--- src/rtl/eth_rx_pkg.sv ---
// rtl/eth_rx_pkg.sv - shared receive-path state encodings and protocol constants
package eth_rx_pkg;

  // One-hot, shared with the IP receive stage
  typedef enum logic [3:0] {
    ST_IDLE    = 4'd1,
    ST_HEADER  = 4'd2,
    ST_PAYLOAD = 4'd4,
    ST_DONE    = 4'd8
  } rx_state_t;

  localparam int         UDP_HDR_LEN  = 8;
  localparam logic [7:0] IP_PROTO_UDP = 8'h11;

  // Ones-complement doubling: w + w with end-around carry is a 1-bit rotate left
  function automatic logic [15:0] oc_double(input logic [15:0] w);
    return {w[14:0], w[15]};
  endfunction

endpackage

--- src/rtl/ones_comp_acc.sv ---
// rtl/ones_comp_acc.sv - 16-bit ones-complement accumulator (built only with UDP_CHECKSUM_EN)
`ifdef UDP_CHECKSUM_EN
module ones_comp_acc #(
  parameter logic [15:0] SEED = 16'h0000
) (
  input  logic        clock,
  input  logic        reset,
  input  logic        clear,
  input  logic        add,
  input  logic [15:0] word,
  output logic [15:0] sum
);

  logic [15:0] base;
  logic [15:0] addend;
  logic [16:0] raw;

  // clear restarts from SEED and may add a word in the same cycle
  always_comb begin
    base   = clear ? SEED : sum;
    addend = add ? word : 16'h0000;
    raw    = {1'b0, base} + {1'b0, addend};
  end

  // Fold the carry back in every cycle so sum is always the folded result
  always_ff @(posedge clock or posedge reset) begin
    if (reset) begin
      sum <= 16'h0000;
    end else if (clear || add) begin
      sum <= raw[15:0] + {15'd0, raw[16]};
    end
  end

endmodule
`endif

--- src/rtl/udp_recv.sv ---
// rtl/udp_recv.sv - UDP header parser and payload flagger (optional checksum: UDP_CHECKSUM_EN)
import eth_rx_pkg::*;

module udp_recv #(
  parameter int MAX_LEN = 1472
) (
  input  logic        clock,
  input  logic        reset,
  input  logic        rx_enable,
  input  logic [7:0]  data,
  input  logic        is_icmp,
  input  logic [31:0] remote_ip,
  input  logic [31:0] to_ip,
  output logic        active,
  output logic [15:0] remote_port,
  output logic [15:0] to_port,
  output logic [15:0] payload_len,
  output logic [10:0] byte_no,
  output logic        done,
  output logic        checksum_ok
);

  localparam logic [16:0] LEN_MIN   = 17'(UDP_HDR_LEN);
  localparam logic [16:0] LEN_LIMIT = 17'(MAX_LEN + UDP_HDR_LEN);

  rx_state_t   state;
  logic [3:0]  hdr_cnt;
  logic [7:0]  hi_byte;
  logic [15:0] rx_word;
  logic        last_byte;

  // hi_byte holds the previous byte, so this is the 16-bit word ending on the current byte
  assign rx_word   = {hi_byte, data};
  assign last_byte = ({5'd0, byte_no} == payload_len);
  assign active    = rx_enable & (state == ST_PAYLOAD);

  // Packet parser: header field capture, length screening, payload counting
  always_ff @(posedge clock or posedge reset) begin
    if (reset) begin
      state       <= ST_IDLE;
      hdr_cnt     <= 4'd0;
      hi_byte     <= 8'h00;
      remote_port <= 16'h0000;
      to_port     <= 16'h0000;
      payload_len <= 16'h0000;
      byte_no     <= 11'd0;
      done        <= 1'b0;
    end else begin
      done <= 1'b0;
      if (!rx_enable) begin
        state <= ST_IDLE;
      end else begin
        case (state)
          ST_IDLE: begin
            if (is_icmp) begin
              state <= ST_DONE;
            end else begin
              remote_port[15:8] <= data;
              hdr_cnt           <= 4'd2;
              state             <= ST_HEADER;
            end
          end
          ST_HEADER: begin
            hdr_cnt <= hdr_cnt + 4'd1;
            case (hdr_cnt)
              4'd2: remote_port[7:0] <= data;
              4'd3: to_port[15:8]    <= data;
              4'd4: to_port[7:0]     <= data;
              4'd5: hi_byte          <= data;
              4'd6: begin
                if ({1'b0, rx_word} < LEN_MIN || {1'b0, rx_word} > LEN_LIMIT) begin
                  state <= ST_DONE;
                end else begin
                  payload_len <= rx_word - 16'(UDP_HDR_LEN);
                end
              end
              4'd7: hi_byte <= data;
              4'd8: begin
                if (payload_len == 16'h0000) begin
                  done  <= 1'b1;
                  state <= ST_DONE;
                end else begin
                  byte_no <= 11'd1;
                  state   <= ST_PAYLOAD;
                end
              end
              default: state <= ST_DONE;
            endcase
          end
          ST_PAYLOAD: begin
            hi_byte <= data;
            if (last_byte) begin
              done  <= 1'b1;
              state <= ST_DONE;
            end else begin
              byte_no <= byte_no + 11'd1;
            end
          end
          ST_DONE: state <= ST_DONE;
          default: state <= ST_IDLE;
        endcase
      end
    end
  end

`ifdef UDP_CHECKSUM_EN
  logic        acc_clear;
  logic        acc_add;
  logic [15:0] acc_word;
  logic [15:0] acc_sum;
  logic        ck_zero;

  // Word schedule: IPs on hdr 1-4, dst port on 5, doubled length (pseudo + header copy) on 6,
  // src port on 7, checksum on 8, then payload words; protocol 0x0011 is the accumulator seed
  always_comb begin
    acc_clear = 1'b0;
    acc_add   = 1'b0;
    acc_word  = 16'h0000;
    if (rx_enable) begin
      case (state)
        ST_IDLE: begin
          if (!is_icmp) begin
            acc_clear = 1'b1;
            acc_add   = 1'b1;
            acc_word  = remote_ip[31:16];
          end
        end
        ST_HEADER: begin
          acc_add = 1'b1;
          case (hdr_cnt)
            4'd2:    acc_word = remote_ip[15:0];
            4'd3:    acc_word = to_ip[31:16];
            4'd4:    acc_word = to_ip[15:0];
            4'd5:    acc_word = to_port;
            4'd6:    acc_word = oc_double(rx_word);
            4'd7:    acc_word = remote_port;
            4'd8:    acc_word = rx_word;
            default: acc_add  = 1'b0;
          endcase
        end
        ST_PAYLOAD: begin
          if (!byte_no[0]) begin
            acc_add  = 1'b1;
            acc_word = rx_word;
          end else if (last_byte) begin
            acc_add  = 1'b1;
            acc_word = {data, 8'h00};
          end
        end
        default: acc_add = 1'b0;
      endcase
    end
  end

  // A zero checksum field means the sender did not compute one
  always_ff @(posedge clock or posedge reset) begin
    if (reset) begin
      ck_zero <= 1'b0;
    end else if (rx_enable && state == ST_HEADER && hdr_cnt == 4'd8) begin
      ck_zero <= (rx_word == 16'h0000);
    end
  end

  ones_comp_acc #(.SEED({8'h00, IP_PROTO_UDP})) u_acc (
    .clock (clock),
    .reset (reset),
    .clear (acc_clear),
    .add   (acc_add),
    .word  (acc_word),
    .sum   (acc_sum)
  );

  assign checksum_ok = done & ((acc_sum == 16'hFFFF) | ck_zero);
`else
  logic unused_ip;
  assign unused_ip   = ^{remote_ip, to_ip};
  assign checksum_ok = done;
`endif

endmodule

--- config.mk ---
export PLATFORM = sky130hd
export DESIGN_NAME = udp_recv
export DESIGN_NICKNAME = d
export VERILOG_FILES = /design/src/rtl/eth_rx_pkg.sv /design/src/rtl/ones_comp_acc.sv /design/src/rtl/udp_recv.sv
export SDC_FILE = /design/constraint.sdc
export NUM_CORES = 1
export LEC_CHECK = 0
export BUFFER_PORTS_ARGS = -buffer_cell sky130_fd_sc_hd__clkbuf_2
export CORE_ASPECT_RATIO = 1.4
export CORE_UTILIZATION = 45
export DETAILED_ROUTE_END_ITERATION = 10
export PLACE_DENSITY = 0.76
export RECOVER_POWER = 25
export SETUP_SLACK_MARGIN = 0.5
export SLEW_MARGIN = 20
export SYNTH_ARGS = -nofsm -noshare
export SYNTH_HDL_FRONTEND = slang
export SYNTH_HIERARCHICAL = 1
export SYNTH_SLANG_ARGS = --single-unit
--- constraint.sdc ---
create_clock -name clock -period 1.98 [get_ports clock]
set_clock_uncertainty 0.05 [all_clocks]
set_input_delay 0.198 -clock clock [delete_from_list [all_inputs] [get_ports clock]]
set_output_delay 0.198 -clock clock [all_outputs]
set_load 0.01 [all_outputs]
======== After elaboration in Yosys (flattened, before gate mapping) ========
Cells that the tools add are included.
Widths: inputs -> output; s select.
storage, ports and cells
  register bits after elaboration ......... 76
  latch bits .............................. 0
  memory bits (writable) .................. 0
  bits in read-only memories .............. 0
  bits of input ports ..................... 76
  output and inout bits ................... 62
  logic and storage cells ................. 73
  memories ................................ 0
cells by class
  add/subtract/negate cells ............... 3
  $mul .................................... 0
  div/mod/pow operators ................... 0
  magnitude comparators ................... 2
  equality and inequality tests ........... 20
  shift operators ......................... 0
  muxes and demuxes ....................... 20
  bitwise operators ....................... 3
  reduce and logical (&&, ||, !) cells .... 15
operators by type and width
  operator               number
  $mux 11                3
  $mux 4                 6
  $pmux 11 s2            1
  $reduce_and 3->1       7
  $eq 4x3->1 const B     5
  $eq 11x16->1           1
  $gt 16x11->1 const B   1
  $logic_not 16->1       1
  $lt 16x4->1 const B    1
  $pmux 4 s4             1
  $pmux 8 s2             1
  $sub 16x4->16 const B  1
  $eq 4x2->1 const B     3
  $pmux 4 s3             1
  $add 11x1->11 const B  1
  $ne 2x2->1 const B     5
  $eq 4x4->1 const B     2
  $mux 8                 1
  $pmux 4 s2             1
  $ne 3x3->1 const B     2
  $reduce_and 5->1       1
  $reduce_or 5->1        1
  $add 4x1->4 const B    1
  $eq 4x1->1 const B     1
  9 further kinds        14

======== Logic depth before layout (Yosys ltp) ========
  word-level depth ........................ 6
  mapped depth ............................ 9
  depth with buffers taken out ............ 7

======== Least setup slack after synthesis ========
No wires, ideal clock.
  path kind ............................... register to register
  start point ............................. register state[0]
  end point ............................... register hdr_cnt[3]
  setup time .............................. 0.119 ns
  data arrival time ....................... 1.807 ns
  path slack .............................. 0.004 ns
  stages on the path, launching flop included .. 7
  path buffers ............................ 1
  clock period less this slack ............ 1.976 ns
  cell sequence ........................... dfstp_2 -> buf_6 -> or3b_2 -> a211oi_2 -> nand4_1 -> xnor2_1 -> and2_1
on the way
  cells in the longest elaborated chain, start to end .. 3
  elaborated cells between the ends (all ways) .. 6
  classes of those cells .................. eq/ne (3); mux (1); reduce/logical (2)
ends and longest elaborated chain
  element                                                           line            RTL
  start, declared                                                   udp_recv.sv:26  rx_state_t state;
  start signal, assigned                                            udp_recv.sv:40  state <= ST_IDLE;
  start signal, assigned                                            udp_recv.sv:51  state <= ST_IDLE;
  start signal, assigned                                            udp_recv.sv:56  state <= ST_DONE;
  $eq 4x1->1 or $eq 4x2->1 (tied branches)                          udp_recv.sv:53  case (state)
  $ne 2x2->1 (no source line) or $reduce_bool 2->1 (tied branches)  --
  $reduce_and 3->1 (no source line)                                 --
  end signal, assigned                                              udp_recv.sv:64  hdr_cnt <= hdr_cnt + 4'd1;
  end, declared                                                     udp_recv.sv:27  logic [3:0] hdr_cnt;
Parallel ways exist; a longest one is shown, timed or not.
A chain may end at the register's enable or synchronous reset.

======== Worst setup path after layout ========
  start point ............................. register state[2]
  end point ............................... register to_port[0]
on the way
  cells in the longest elaborated chain, start to end .. 2
ends and longest elaborated chain
  element                            line            RTL
  $eq 4x2->1                         udp_recv.sv:53
  $reduce_and 3->1 (no source line)  --
  end signal, assigned               udp_recv.sv:68  4'd4: to_port[7:0] <= data;
  end, declared                      udp_recv.sv:16  output logic [15:0] to_port,
No other way between the ends.

==> flow_summary.toml <==
[status]
status = "finished, violations left"
violations = "negative setup slack"

[timing]
maxSlewHeadroom_pct = 27.8
worst_slew_pin_slew_ns = 1.08
rsz0062_at_grt = "yes"
slew_violations = 0
fmaxAchievable_ghz = 0.494
finalCritPeriodShare_pct = 102
finalCriticalPeriod_ns = 2.02
finalSetupViolCount = 11
hold_viol_final = 0
setup_tns_ns = -0.153
fin_ws_ns = -0.0426

[critical_path]
critPathTopFamily = "simple AND/OR/NAND/NOR gates"
setup.worst_path.start = "state[2]$_DFFE_PP0P_"
path_buf_inv = 0
path_max_fanout = 9
critPathLaunchType = "flip-flop"
critPathArrivalTime_ns = 2.22
endpoint_kind = "flip-flop"
path_depth = 5
rr_endpoint = "to_port[0]$_DFFE_PP0P_"
max_stage_delay_ns = 0.43
r2r_slack_ns = -0.04
reg2reg_depth = 5
crit_required_ns = 2.18
slowest_stage = "dfrtp_1"
criticalPathCategory = "reg2reg"
path_cells = "nor4b_4, nand2_2, nor3b_4, nand2_4, mux2_4"
endpoint = "to_port[0]$_DFFE_PP0P_"
rr_startpoint = "state[2]$_DFFE_PP0P_"

[layout]
n_fill_cell = 509
multi_input_area_sq_mm = 0.00215
drive_gt1_share_pct = 55.9
regArea_sq_mm = 0.00192
area_delta_synth_final_pct = 49.9
diodes = 0
fin_cells = 579
num-nets-final = 556

[power_and_ir_drop]
swShare_pct = 36.8
p_leak_nw = 2.66
p_clk_share_pct = 19.2
seq_power_share_pct = 32.5
p_per_area_mw_per_mm2 = 1270
p_comb_share_pct = 48.3
peakVddDrop_mv = 1.31
p_int_mw = 4.43
p_sw_mw = 2.58

[grt]
grt_pass1_wl_um = 15700
grt_pass1_vias = 3180
grt_max_degree = 54
track_usage_pct = 24.4
grt-ovfl-total = 0
antenna_found_initial = 0

[cts]
cts.path.max_buffers = 2
clkTransAtPathRegs_ns = 0.08
cts_sinks = 76
cts-root-buf = "clkbuf_8"
cts_tree = "built"
numCtsBuffers = 9
clock_latency_ns = 0.37
h-tree-depth = 3

[synth]
ys.warnings.count = 6
synth_edf_count = 0
yosys.cell_types.count = 53
synth-seq-cells = 76
syn_area_sq_mm = 0.00369
syn_inst = 328
mappedNetlistNets = 410
async_flop_share_pct = 100
syn_avg_cell_area_sq_um = 11.2
yosysSeqAreaShare_pct = 51.6
synth_ff_type = "dfrtp_1"

[routing]
ant_nets = 0
drc_errors = 0
via_count = 3236
wire_per_inst_um = 20.1
vias_per_cell = 5.59
drt_iter0_drc = 192
drt-total-wl_um = 11600
drt_first_pass_iters = 4

[die]
start_util_pct = 47.0
dieWidth_um = 78.5
rows = 38
io_pins = 138
die_area_sq_mm = 0.00857
coreArea_sq_mm = 0.00785
die_y_um = 109

[place]
place_inst = 515
hpwl_um = 6460
portBuffers = 73
gp_congestion = 0.858

[min_path]
hp-class = "in2reg"

[run]
maxCapViolCount = 0
[repair_timing]
item	in CTS	in global routing
setup buffers	23	21
setup endpoints to repair	75	76
hold buffers	1	0
cloned	2	1
resized for setup	55	95
hold endpoints to repair	23	0
pin swaps	20	27
[per-stage QoR]
stage | setup WS, ns | utilization, % | hold WS (ns) | power, mW | area [sq um]
after global placement | 0.0426 | 56.2 | 0.195 | 4.20 | 4410
final | -0.0426 | 70.5 | 0.0839 | 7.01 | 5530
after global routing | -0.102 | 70.5 | 0.0822 | 7.31 | 5530
after CTS | 0.0532 | 64.4 | 0.0681 | 6.22 | 5050
after floorplan | 0.0383 | - | 0.228 | 3.60 | 3820
after detailed placement | -0.0354 | 56.2 | 0.207 | 4.29 | 4410
[placed cells by master (no fill, tap or decap), types with 12 or more instances in the layout]
master,count
buf_4,44
buf_6,28
clkbuf_1,28
clkbuf_2,46
dfrtp_1,59
dfrtp_2,16
mux2_4,27
nand2_1,20
nand2_2,20
nor2_1,12
xnor2_1,18
[worst reg2reg max path, cell delays in order (launching register included)]
cell	delay (ns)
dfrtp_1	0.43
nor4b_4	0.37
nand2_2	0.20
nor3b_4	0.33
nand2_4	0.19
mux2_4	0.34
[per-layer routing]
metal / vias up / part of all wire [%] / global-route usage (%)
met4: 0 / 3.5 / 12.3
met2: 123 / 55 / 42.5
met1: 1644 / 37 / 27.5
met5: - / 0 / 0
met3: 34 / 4.6 / 6.28
li1: 1435 / - / -
[worst min-delay path by stage]
stage | endpoint | slack [ns] | from | depth (start not counted)
6_report | hi_byte[4]$_DFFE_PP0P_ | 0.08 | data[4] | 2
5_1_grt | hi_byte[4]$_DFFE_PP0P_ | 0.08 | data[4] | 2
4_1_cts | hi_byte[4]$_DFFE_PP0P_ | 0.07 | data[4] | 2
3_5_place_dp | to_port[8]$_DFFE_PP0P_ | 0.21 | reset | 2
3_3_place_gp | remote_port[8]$_DFFE_PP0P_ | 0.20 | reset | 2
2_1_floorplan | payload_len[3]$_DFFE_PP0P_ | 0.23 | data[3] | 1
[final cells by class]
class | count | share of cell area (%)
Sequential cell | 76 | 34.8
Inverter | 9 | 0.679
Clock inverter | 4 | 1.31
Tap cell | 100 | 2.26
Multi-Input combinational cell | 228 | 38.9
Timing Repair Buffer | 150 | 19.5
Clock buffer | 12 | 2.62
[registers in the layout, summed over array words and instances, names as in the netlist]
signal and cells:
remote_port 16, byte_no 11, state 4, hi_byte 8, hdr_cnt 4, payload_len 16, to_port 16, checksum_ok 1
[logic make-up after synthesis]
kind of cell,after synthesis,share of synthesized area (%)
adders and majority gates,6,2.03
and+or+nand+nor,117,17.6
xor gates and xnor gates,25,5.93
AOI/OAI and AO/OA,44,7.70
buffers and inverters,24,3.49
muxes,36,11.7
DFF,76,51.6
[power by group through the flow]
stage	clock network [mW]	registers [mW]	logic [mW]
floorplan	0	2.30	1.30
global placement	0	2.22	1.98
detailed placement	0	2.24	2.05
CTS	1.33	2.23	2.66
global route	1.43	2.31	3.57
finish	1.34	2.28	3.39
[cell usage after synthesis (7+ instances only)]
cell type,count,area [sq um]
nand3_1,8,40.0
nand4_1,7,43.8
nor3_1,8,40.0
mux2_2,23,259
mux2_4,8,120
nand2_1,43,161
o21ai_0,15,75.1
dfrtp_1,75,1880
nor2_1,16,60.1
xnor2_1,19,166
a21oi_1,9,45.0
inv_1,9,33.8
Power figures use the tool's default switching activity.
